--- src/rtl/add_seq_ctrl_pkg.sv ---
// Shared definitions for the multi-precision add sequencer: slice width, FSM state encoding
// and the signed-overflow rule.
package add_seq_ctrl_pkg;

  localparam int SLICE_W = 16;

  typedef enum logic [1:0] {
    S_IDLE = 2'd0,
    S_RUN  = 2'd1,
    S_DONE = 2'd2
  } state_t;

  // Overflow when both operands share a sign and the result sign differs from it.
  function automatic logic signed_ovf(input logic sign_a, input logic sign_b, input logic sign_s);
    return (sign_a == sign_b) && (sign_s != sign_a);
  endfunction

endpackage

--- src/rtl/add_seq_ctrl_adder_cla16.sv ---
// Combinational 16-bit carry-lookahead adder: four 4-bit groups with full lookahead
// across the groups and inside each group.
module adder_cla16 (
  input  logic [15:0] i_a,
  input  logic [15:0] i_b,
  input  logic        i_cin,
  output logic [15:0] o_sum,
  output logic        o_cout
);

  logic [15:0] w_g;
  logic [15:0] w_p;
  logic [15:0] w_c;
  logic [3:0]  w_gg;
  logic [3:0]  w_gp;
  logic [4:0]  w_bc;

  assign w_g = i_a & i_b;
  assign w_p = i_a ^ i_b;

  always_comb begin
    w_gg = '0;
    w_gp = '0;
    for (int k = 0; k < 4; k++) begin
      w_gp[k] = &w_p[4*k +: 4];
      w_gg[k] = w_g[4*k+3] | (w_p[4*k+3] & w_g[4*k+2]) |
                (w_p[4*k+3] & w_p[4*k+2] & w_g[4*k+1]) |
                (&w_p[4*k+1 +: 3] & w_g[4*k]);
    end
  end

  assign w_bc[0] = i_cin;
  assign w_bc[1] = w_gg[0] | (w_gp[0] & i_cin);
  assign w_bc[2] = w_gg[1] | (w_gp[1] & w_gg[0]) | (&w_gp[1:0] & i_cin);
  assign w_bc[3] = w_gg[2] | (w_gp[2] & w_gg[1]) | (&w_gp[2:1] & w_gg[0]) | (&w_gp[2:0] & i_cin);
  assign w_bc[4] = w_gg[3] | (w_gp[3] & w_gg[2]) | (&w_gp[3:2] & w_gg[1]) |
                   (&w_gp[3:1] & w_gg[0]) | (&w_gp & i_cin);

  // Per-bit carries expanded from each group's incoming block carry.
  always_comb begin
    w_c = '0;
    for (int k = 0; k < 4; k++) begin
      w_c[4*k]   = w_bc[k];
      w_c[4*k+1] = w_g[4*k] | (w_p[4*k] & w_bc[k]);
      w_c[4*k+2] = w_g[4*k+1] | (w_p[4*k+1] & w_g[4*k]) | (w_p[4*k+1] & w_p[4*k] & w_bc[k]);
      w_c[4*k+3] = w_g[4*k+2] | (w_p[4*k+2] & w_g[4*k+1]) |
                   (w_p[4*k+2] & w_p[4*k+1] & w_g[4*k]) |
                   (w_p[4*k+2] & w_p[4*k+1] & w_p[4*k] & w_bc[k]);
    end
  end

  assign o_sum  = w_p ^ w_c;
  assign o_cout = w_bc[4];

endmodule

--- src/rtl/add_seq_ctrl.sv ---
// Multi-precision adder sequencer: one 16-bit slice per cycle, LSW first, carry chained in a register.
// Optional build macro ADDSEQ_SAT_EN saturates the sum on signed overflow.
module add_seq_ctrl
  import add_seq_ctrl_pkg::*;
#(
  parameter  int WORDS = 4,
  localparam int DW    = WORDS * SLICE_W
) (
  input  logic          clk,
  input  logic          rst,
  // Handshakes: a transfer happens on a rising edge where valid && ready (and rst is low);
  // out_valid and the result hold until out_ready, in_valid is only looked at while in_ready.
  input  logic          in_valid,
  output logic          in_ready,
  input  logic [DW-1:0] in_a,
  input  logic [DW-1:0] in_b,
  input  logic          in_cin,
  output logic          out_valid,
  input  logic          out_ready,
  output logic [DW-1:0] out_sum,
  output logic          out_cout,
  output logic          out_ovf,
  output logic          busy
);

  localparam int CW = (WORDS > 1) ? $clog2(WORDS) : 1;

  state_t              r_state;
  state_t              w_state_next;
  logic [CW-1:0]       r_cnt;
  logic [DW-1:0]       r_a_sh;
  logic [DW-1:0]       r_b_sh;
  logic                r_carry;
  logic                r_sign_a;
  logic                r_sign_b;
  logic [DW-1:0]       r_out_sum;
  logic                r_out_cout;
  logic                r_out_ovf;
  logic [SLICE_W-1:0]  w_slice_sum;
  logic                w_slice_cout;
  logic                w_last;
  logic                w_ovf;
  logic [DW-1:0]       w_raw_sum;
  logic [DW-1:0]       w_result;

  adder_cla16 u_adder (
    .i_a    (r_a_sh[SLICE_W-1:0]),
    .i_b    (r_b_sh[SLICE_W-1:0]),
    .i_cin  (r_carry),
    .o_sum  (w_slice_sum),
    .o_cout (w_slice_cout)
  );

  assign w_last = (r_cnt == CW'(WORDS - 1));

  // Finished slices enter at the top of the sum register; on the last slice the
  // current adder output completes the full-width word.
  generate
    if (WORDS == 1) begin : g_single
      assign w_raw_sum = w_slice_sum;
    end else begin : g_multi
      logic [DW-SLICE_W-1:0] r_sum_sh;
      always_ff @(posedge clk) begin
        if (rst) r_sum_sh <= '0;
        else if (r_state == S_RUN) r_sum_sh <= w_raw_sum[DW-1:SLICE_W];
      end
      assign w_raw_sum = {w_slice_sum, r_sum_sh};
    end
  endgenerate

  assign w_ovf = signed_ovf(r_sign_a, r_sign_b, w_slice_sum[SLICE_W-1]);

`ifdef ADDSEQ_SAT_EN
  assign w_result = !w_ovf    ? w_raw_sum :
                    r_sign_a  ? {1'b1, {(DW-1){1'b0}}} :
                                {1'b0, {(DW-1){1'b1}}};
`else
  assign w_result = w_raw_sum;
`endif

  always_comb begin
    w_state_next = r_state;
    case (r_state)
      S_IDLE:  if (in_valid)  w_state_next = S_RUN;
      S_RUN:   if (w_last)    w_state_next = S_DONE;
      S_DONE:  if (out_ready) w_state_next = S_IDLE;
      default: w_state_next = S_IDLE;
    endcase
  end

  always_ff @(posedge clk) begin
    if (rst) r_state <= S_IDLE;
    else     r_state <= w_state_next;
  end

  always_ff @(posedge clk) begin
    if (rst) begin
      r_cnt      <= '0;
      r_a_sh     <= '0;
      r_b_sh     <= '0;
      r_carry    <= 1'b0;
      r_sign_a   <= 1'b0;
      r_sign_b   <= 1'b0;
      r_out_sum  <= '0;
      r_out_cout <= 1'b0;
      r_out_ovf  <= 1'b0;
    end else begin
      case (r_state)
        S_IDLE: if (in_valid) begin
          r_a_sh   <= in_a;
          r_b_sh   <= in_b;
          r_carry  <= in_cin;
          r_cnt    <= '0;
          r_sign_a <= in_a[DW-1];
          r_sign_b <= in_b[DW-1];
        end
        S_RUN: begin
          r_a_sh  <= r_a_sh >> SLICE_W;
          r_b_sh  <= r_b_sh >> SLICE_W;
          r_carry <= w_slice_cout;
          if (w_last) begin
            r_out_sum  <= w_result;
            r_out_cout <= w_slice_cout;
            r_out_ovf  <= w_ovf;
          end else begin
            r_cnt <= r_cnt + CW'(1);
          end
        end
        default: ;
      endcase
    end
  end

  assign in_ready  = (r_state == S_IDLE);
  assign out_valid = (r_state == S_DONE);
  assign busy      = (r_state != S_IDLE);
  assign out_sum   = r_out_sum;
  assign out_cout  = r_out_cout;
  assign out_ovf   = r_out_ovf;

endmodule

--- config.mk ---
export PLATFORM = sky130hd
export DESIGN_NAME = add_seq_ctrl
export DESIGN_NICKNAME = d
export VERILOG_FILES = /design/src/rtl/add_seq_ctrl_pkg.sv /design/src/rtl/add_seq_ctrl_adder_cla16.sv /design/src/rtl/add_seq_ctrl.sv
export SDC_FILE = /design/constraint.sdc
export NUM_CORES = 1
export LEC_CHECK = 0
export BUFFER_PORTS_ARGS = -buffer_cell sky130_fd_sc_hd__buf_2
export CAP_MARGIN = 20
export CORE_MARGIN = 5
export CORE_UTILIZATION = 50
export DETAILED_ROUTE_END_ITERATION = 8
export GPL_ROUTABILITY_DRIVEN = 0
export HOLD_SLACK_MARGIN = 0.02
export PLACE_DENSITY = 0.81
export SYNTH_ARGS = -nofsm -noshare
export SYNTH_HDL_FRONTEND = slang
export SYNTH_SLANG_ARGS = --single-unit
--- constraint.sdc ---
create_clock -name clk -period 2.3 [get_ports clk]
set_input_delay 0.575 -clock clk [delete_from_list [all_inputs] [get_ports clk]]
set_output_delay 0.575 -clock clk [all_outputs]
set_load 0.01 [all_outputs]
Word-level counts from Yosys, hierarchy flattened
Index checks and enable logic that the tools add are counted.

Logic and storage cells: 168. Bits in latches: 0. Flip-flop bits (word level): 249. Input port bits: 133. Output and inout port bits: 69. Bits in writable memories: 0. Memories kept: 0. ROM bits: 0.

Divide/modulo/power cells: 0. Add/sub/neg operators: 1. Shift-type cells: 0. Multiply operators: 0. Multiplexer cells: 13. $lt $le $gt $ge: 0. Reduce and logical (&&, ||, !) cells: 23. Eq/ne operators: 9. Bitwise logic cells: 111.

Operators by type and width (count): case mux 64 bit (2 select lines) (2); two-way mux 64 bit (2); AND 1 bit (62); OR 1 bit (46); XOR 16 bit (2); AND reduction 12 bit (2); AND reduction 8 bit (3); AND reduction 3 bit (6); AND 16 bit (1); AND reduction 16 bit (1); AND reduction 4 bit (4); two-way mux 2 bit (5); inequality test 2 bit (second input constant) (3); case mux 2 bit (3 select lines) (1); AND reduction 2 bit (3); equality test 2 bit (second input constant) (2); case mux 2 bit (2 select lines) (1); nonzero test 2 bit (2); adder 2 x 1 -> 2 bit (second input constant) (1); equality test 2 x 1 -> 1 bit (second input constant) (1); logical NOT 2 bit (1); inequality test 2 x 1 -> 1 bit (second input constant) (1); case mux 1 bit (2 select lines) (1); equality test 1 bit (1); other kinds (3) (3).

Depth between registers and ports, before layout
Depth after elaboration: 14. Gate-level depth with buffers: 8. Gate-level depth less buffers: 8.

Hierarchy
A second synthesis with hierarchy kept.

Cell total of the unflattened synthesis: 1271. Area total of the unflattened synthesis: 10387.5 um2.

By module, submodules not included: add_seq_ctrl (seq. area each 4984.8 um2, area each 9599.2 um2, cells each 1178, instances 1); adder_cla16 (seq. area each 0.0 um2, area each 788.3 um2, cells each 93, instances 1).

Least setup slack after synthesis
OpenSTA, ideal clock, no wires.

Path kind: flip-flop to flip-flop. Start: register r_a_sh[7]. End: register r_out_sum[61] (netlist: out_sum[61]). Required time: 2.214 ns. Period minus slack after synthesis: 2.255 ns. Setup slack: 0.045 ns. Setup time: 0.086 ns. Path buffers: 0. Data arrival time: 2.169 ns. Stages on the path, launching flop included: 9. Path through: dfxtp_1 -> ha_1 -> a21oi_2 -> o21ai_0 -> a221oi_2 -> nand2_1 -> fa_1 -> xnor2_1 -> a211oi_1.

Longest elaborated chain between the ends: 12. Elaborated cells between the ends (all ways): 21. Those cells by class: 18 x bitwise; 3 x reduce/logical.

RTL lines: start: declaration (line add_seq_ctrl.sv:31) `logic [DW-1:0] r_a_sh;`; start signal: assignment (line add_seq_ctrl.sv:110) `r_a_sh <= in_a;`; start signal: assignment (line add_seq_ctrl.sv:118) `r_a_sh <= r_a_sh >> SLICE_W;`; XOR 16 bit (line add_seq_ctrl_adder_cla16.sv:19) `assign w_p = i_a ^ i_b;`; AND 1 bit (on tied branches) (line add_seq_ctrl_adder_cla16.sv:26, add_seq_ctrl_adder_cla16.sv:27); OR 1 bit / AND 1 bit (equally long branches) (line add_seq_ctrl_adder_cla16.sv:26, add_seq_ctrl_adder_cla16.sv:27); OR 1 bit (line add_seq_ctrl_adder_cla16.sv:26) `w_gg[k] = w_g[4*k+3] | (w_p[4*k+3] & w_g[4*k+2]) |`; OR 1 bit (line add_seq_ctrl_adder_cla16.sv:27) `(w_p[4*k+3] & w_p[4*k+2] & w_g[4*k+1]) |`; AND 1 bit (line add_seq_ctrl_adder_cla16.sv:35) `assign w_bc[3] = w_gg[2] | (w_gp[2] & w_gg[1]) | (&w_gp[2:1] & w_gg[0]) | (&w_gp[2:0] & i_cin);`; OR 1 bit (2 in a row) (line add_seq_ctrl_adder_cla16.sv:35); OR 1 bit (*) (line add_seq_ctrl_adder_cla16.sv:35); AND 1 bit (*) (line add_seq_ctrl_adder_cla16.sv:44) `w_c[4*k+1] = w_g[4*k] | (w_p[4*k] & w_bc[k]);`; OR 1 bit (*) (line add_seq_ctrl_adder_cla16.sv:44); XOR 16 bit (*) (line add_seq_ctrl_adder_cla16.sv:52) `assign o_sum = w_p ^ w_c;`; end signal: assignment (line add_seq_ctrl.sv:122) `r_out_sum <= w_result;`; end: declaration (line add_seq_ctrl.sv:36) `logic [DW-1:0] r_out_sum;`.

Every way passes the cells marked *; elsewhere a longest branch is shown, timed or not. A chain may end at the register's enable or synchronous reset.

Worst setup path in the final report
Start: register r_b_sh[11]. End: register g_multi.r_sum_sh[44].

Longest elaborated chain between the ends: 9. Elaborated cells between the ends (all ways): 20. Those cells by class: 16 x bitwise; 4 x reduce/logical.

RTL lines: start: declaration (line add_seq_ctrl.sv:32) `logic [DW-1:0] r_b_sh;`; start signal: assignment (line add_seq_ctrl.sv:111) `r_b_sh <= in_b;`; start signal: assignment (line add_seq_ctrl.sv:119) `r_b_sh <= r_b_sh >> SLICE_W;`; XOR 16 bit (line add_seq_ctrl_adder_cla16.sv:19); AND 1 bit (on tied branches) (line add_seq_ctrl_adder_cla16.sv:26, add_seq_ctrl_adder_cla16.sv:27); OR 1 bit / AND 1 bit (equally long branches) (line add_seq_ctrl_adder_cla16.sv:26, add_seq_ctrl_adder_cla16.sv:27); OR 1 bit (line add_seq_ctrl_adder_cla16.sv:26); OR 1 bit (line add_seq_ctrl_adder_cla16.sv:27); OR 1 bit (2 in a row) (line add_seq_ctrl_adder_cla16.sv:35); OR 1 bit (*) (line add_seq_ctrl_adder_cla16.sv:35); XOR 16 bit (*) (line add_seq_ctrl_adder_cla16.sv:52); named net u_adder.o_sum[12] (line add_seq_ctrl_adder_cla16.sv:7) `output logic [15:0] o_sum,`; end signal: assignment (line add_seq_ctrl.sv:65) `else if (r_state == S_RUN) r_sum_sh <= w_raw_sum[DW-1:SLICE_W];`; end: declaration (line add_seq_ctrl.sv:62) `logic [DW-SLICE_W-1:0] r_sum_sh;`.

The timed path passes the listed nets; every way through them passes the cells marked *.

==> flow_summary.ini <==
[synth]
synth_seq_area_share_pct = 49.45
avgSynthCellArea_um2 = 8.001
synth-edff-count = 0
ys.flop_type = dfxtp_1
synth_nets = 1414
yosys.area.top_type = dfxtp_1
synth_area_leaders = dfxtp_1, nand2_1, a311oi_1
synth_top_area_share_pct = 49.45
syn_inst = 1260
synth_common_cells = nand2_1, dfxtp_1, nor2_1
yosys_warnings = 0
syn_area_mm2 = 0.01008
synth_seq_cells = 249
synthArstFlopShare_pct = 0
synth.most_common_cell = nand2_1
yosysUniqueCellTypes = 48

[power_and_ir_drop]
powerDensity_mw_per_mm2 = 793.3
max-vdd-ir-drop_mv = 0.5338
p_leak_nw = 5.069

[cells_and_area]
multi_input_area_mm2 = 0.004773
fill_cells = 1746
design_area_mm2 = 0.01230
seq_area_mm2 = 0.004985
finalNetCount = 1575
area_growth_pct = 21.97
fin_util_pct = 61.36
drive_gt1_share_pct = 21.36
fin_cells = 1708

[global_route]
antenna_found_initial = 8
grt_max_degree = 97
gr-total-overflow = 0
grt_pass1_wl_mm = 45.06
grt_usage_pct = 22.93
grt_pass1_vias = 8799

[floorplanning]
row_count = 52
dieHeight_um = 152.0
ios = 202
start_util_pct = 50.31
core_area_mm2 = 0.02004
die_w_um = 152.0
die_area_mm2 = 0.02310

[timing]
fin_crit_ns = 2.249
finClkSkew_ns = 0.006330
setup_tns_ns = 0
drv_slew = 0
setup_viol = 0
min_period_over_period_pct = 97.77
setup_slack_ns = 0.05129
rsz0062_at_grt = yes
slew_headroom_pct = 60.92
final-hold-violation-count = 0
worst_pin_slew_ns = 0.5862
max_freq_mhz = 444.7

[routing]
routed_wl_mm = 27.85
first_iter_violations = 845
vias = 9448
wl_per_cell_um = 16.30
drt-pass1-iter-count = 8
drt.antenna.violating_nets = 0
viasPerCell = 5.532
drc = 0

[clocking]
cts_tree = done
root_buffer = clkbuf_16
clock-sinks = 249
insertion_delay_ns = 0.51
cts.clk_slew.worst_paths_ns = 0.06
clock_path_buffers = 3
cts_inserted_buffers = 25
postCtsHoldBufs = 0
htreeDepth = 1

[critical_path]
cp_common_cell = nand2_1
path_cells = ha_2, and4_4, nor4b_4, nand2_2, nand2_1, fa_2, nand2_1, a21oi_1
cp_num_buf_inv = 0
crit_path_max_incr_delay_ns = 0.45
crit_arrival_ns = 2.63
cpLargestDelayFamily = simple AND/OR/NAND/NOR gates
cp_slowest_cell = fa_2
cp-end-kind = register
critPathLaunchType = register
worstPathRequired_ns = 2.68
crit_fanout = 5
crit_type = reg2reg

[run]
max_cap_violations = 0

[run_status]
outcome = finished clean

[hold_path]
hp-class = in2reg

[placed_design]
hpwlAfterDp_mm = 19.66
place_inst = 1662
pre_cts_slack_ns = 0.008224
port-buffer-count = 201
dpl-instance-area_mm2 = 0.01145
## worst paths after layout
kind | depth (start not counted) | slack [ns] | endpoint | start
hold / removal | 3 | 0.29 | r_a_sh[55]$_SDFFE_PP0P_ | in_a[55]
setup reg to reg | 8 | 0.05 | g_multi.r_sum_sh[44]$_SDFFE_PP0P_ | r_b_sh[11]$_SDFFE_PP0P_
hold reg to reg | 2 | 0.45 | out_sum[10]$_SDFFE_PP0P_ | g_multi.r_sum_sh[10]$_SDFFE_PP0P_
setup / recovery | 8 | 0.05 | g_multi.r_sum_sh[44]$_SDFFE_PP0P_ | r_b_sh[11]$_SDFFE_PP0P_
## power breakdown
group          total (mW)  switching (mW)  internal [mW]
Sequential           4.71           0.163           4.55
Combinational        1.28           0.769          0.515
Clock                3.76            1.60           2.15
## layer usage
layer / vias to the layer above / share of wire [%] / track usage, %
met5: - / 0.27 / 0
met4: 14 / 3.8 / 8.219
met3: 79 / 8.4 / 5.148
met2: 378 / 45 / 36.75
met1: 4324 / 42 / 30.59
li1: 4653 / - / -
## final cells by class
cell class | instances | area share (%)
Timing Repair Buffer | 238 | 11.53
Inverter | 7 | 0.2137
Tap cell | 270 | 2.748
Clock buffer | 37 | 5.861
Antenna cell | 1 | 0.02035
Sequential cell | 249 | 40.54
Clock inverter | 6 | 0.2646
Multi-Input combinational cell | 900 | 38.82
## worst register-to-register path, delay by kind of cell (launching register included)
| kind | cells | cell delay (ns) |
|---|---|---|
| and+or+nand+nor | 5 | 0.87 |
| adders and majority gates | 2 | 0.85 |
| AOI/OAI and AO/OA | 1 | 0.07 |
| DFF | 1 | 0.31 |
## sequential cells by signal, summed over array words and instances, names as in the netlist
name              flops
out_sum              64
r_cnt                 2
r_state               2
r_sign_b              1
r_a_sh               64
g_multi.r_sum_sh     48
r_sign_a              1
out_cout              1
r_b_sh               64
out_ovf               1
r_carry               1
## kinds of logic after synthesis
group,count (synthesis),share of synthesized area [%]
flip-flops,249,49.45
adder cells (fa/ha/maj),21,2.904
buffers and inverters,111,4.245
XOR/XNOR,7,0.6082
multiplexers,4,0.4468
AO/OA/AOI/OAI,284,19.66
AND/OR/NAND/NOR,584,22.69
## placed cells by master, fill, tap and decap left out, types with 2 or more instances in the layout
master,netlist,final
ha_1,17,11
a21oi_1,108,107
buf_4,0,27
o31ai_1,2,2
mux2i_1,3,3
buf_12,0,10
inv_1,7,7
buf_2,9,200
o311ai_0,3,2
nand2b_1,4,3
o21ai_0,15,12
a311oi_1,96,96
fa_2,0,3
a211oi_1,10,8
clkbuf_16,0,25
xnor2_2,0,3
clkinv_2,0,5
a21oi_2,1,2
nor2_1,153,152
o211ai_1,3,3
o21ai_1,0,3
nor3_1,3,3
nand4_1,3,3
nand3_1,8,8
xnor2_1,7,4
dfxtp_1,249,249
ha_2,0,5
clkbuf_1,90,7
a22oi_1,31,31
a211oi_2,1,3
a21o_1,2,2
nand2_1,399,397
nand2_2,1,2
nor4_1,2,2
a32oi_1,2,2
and2_1,3,2
clkbuf_8,0,6
## per-stage QoR
step                hold WS (ns)  total power, mW
detailed placement        0.4442            6.025
finish                    0.2940            9.754
global route              0.2917            10.15
floorplan                 0.4321            5.565
global placement          0.4397            5.993
CTS                       0.2823            9.749
## repair_timing
action                                  4_1_cts  5_1_grt
pin swaps                                     1        8
gates resized for setup                       0       23
endpoints found under the setup margin        1       14
buffers inserted                              0        2
Power figures use the tool's default switching activity.
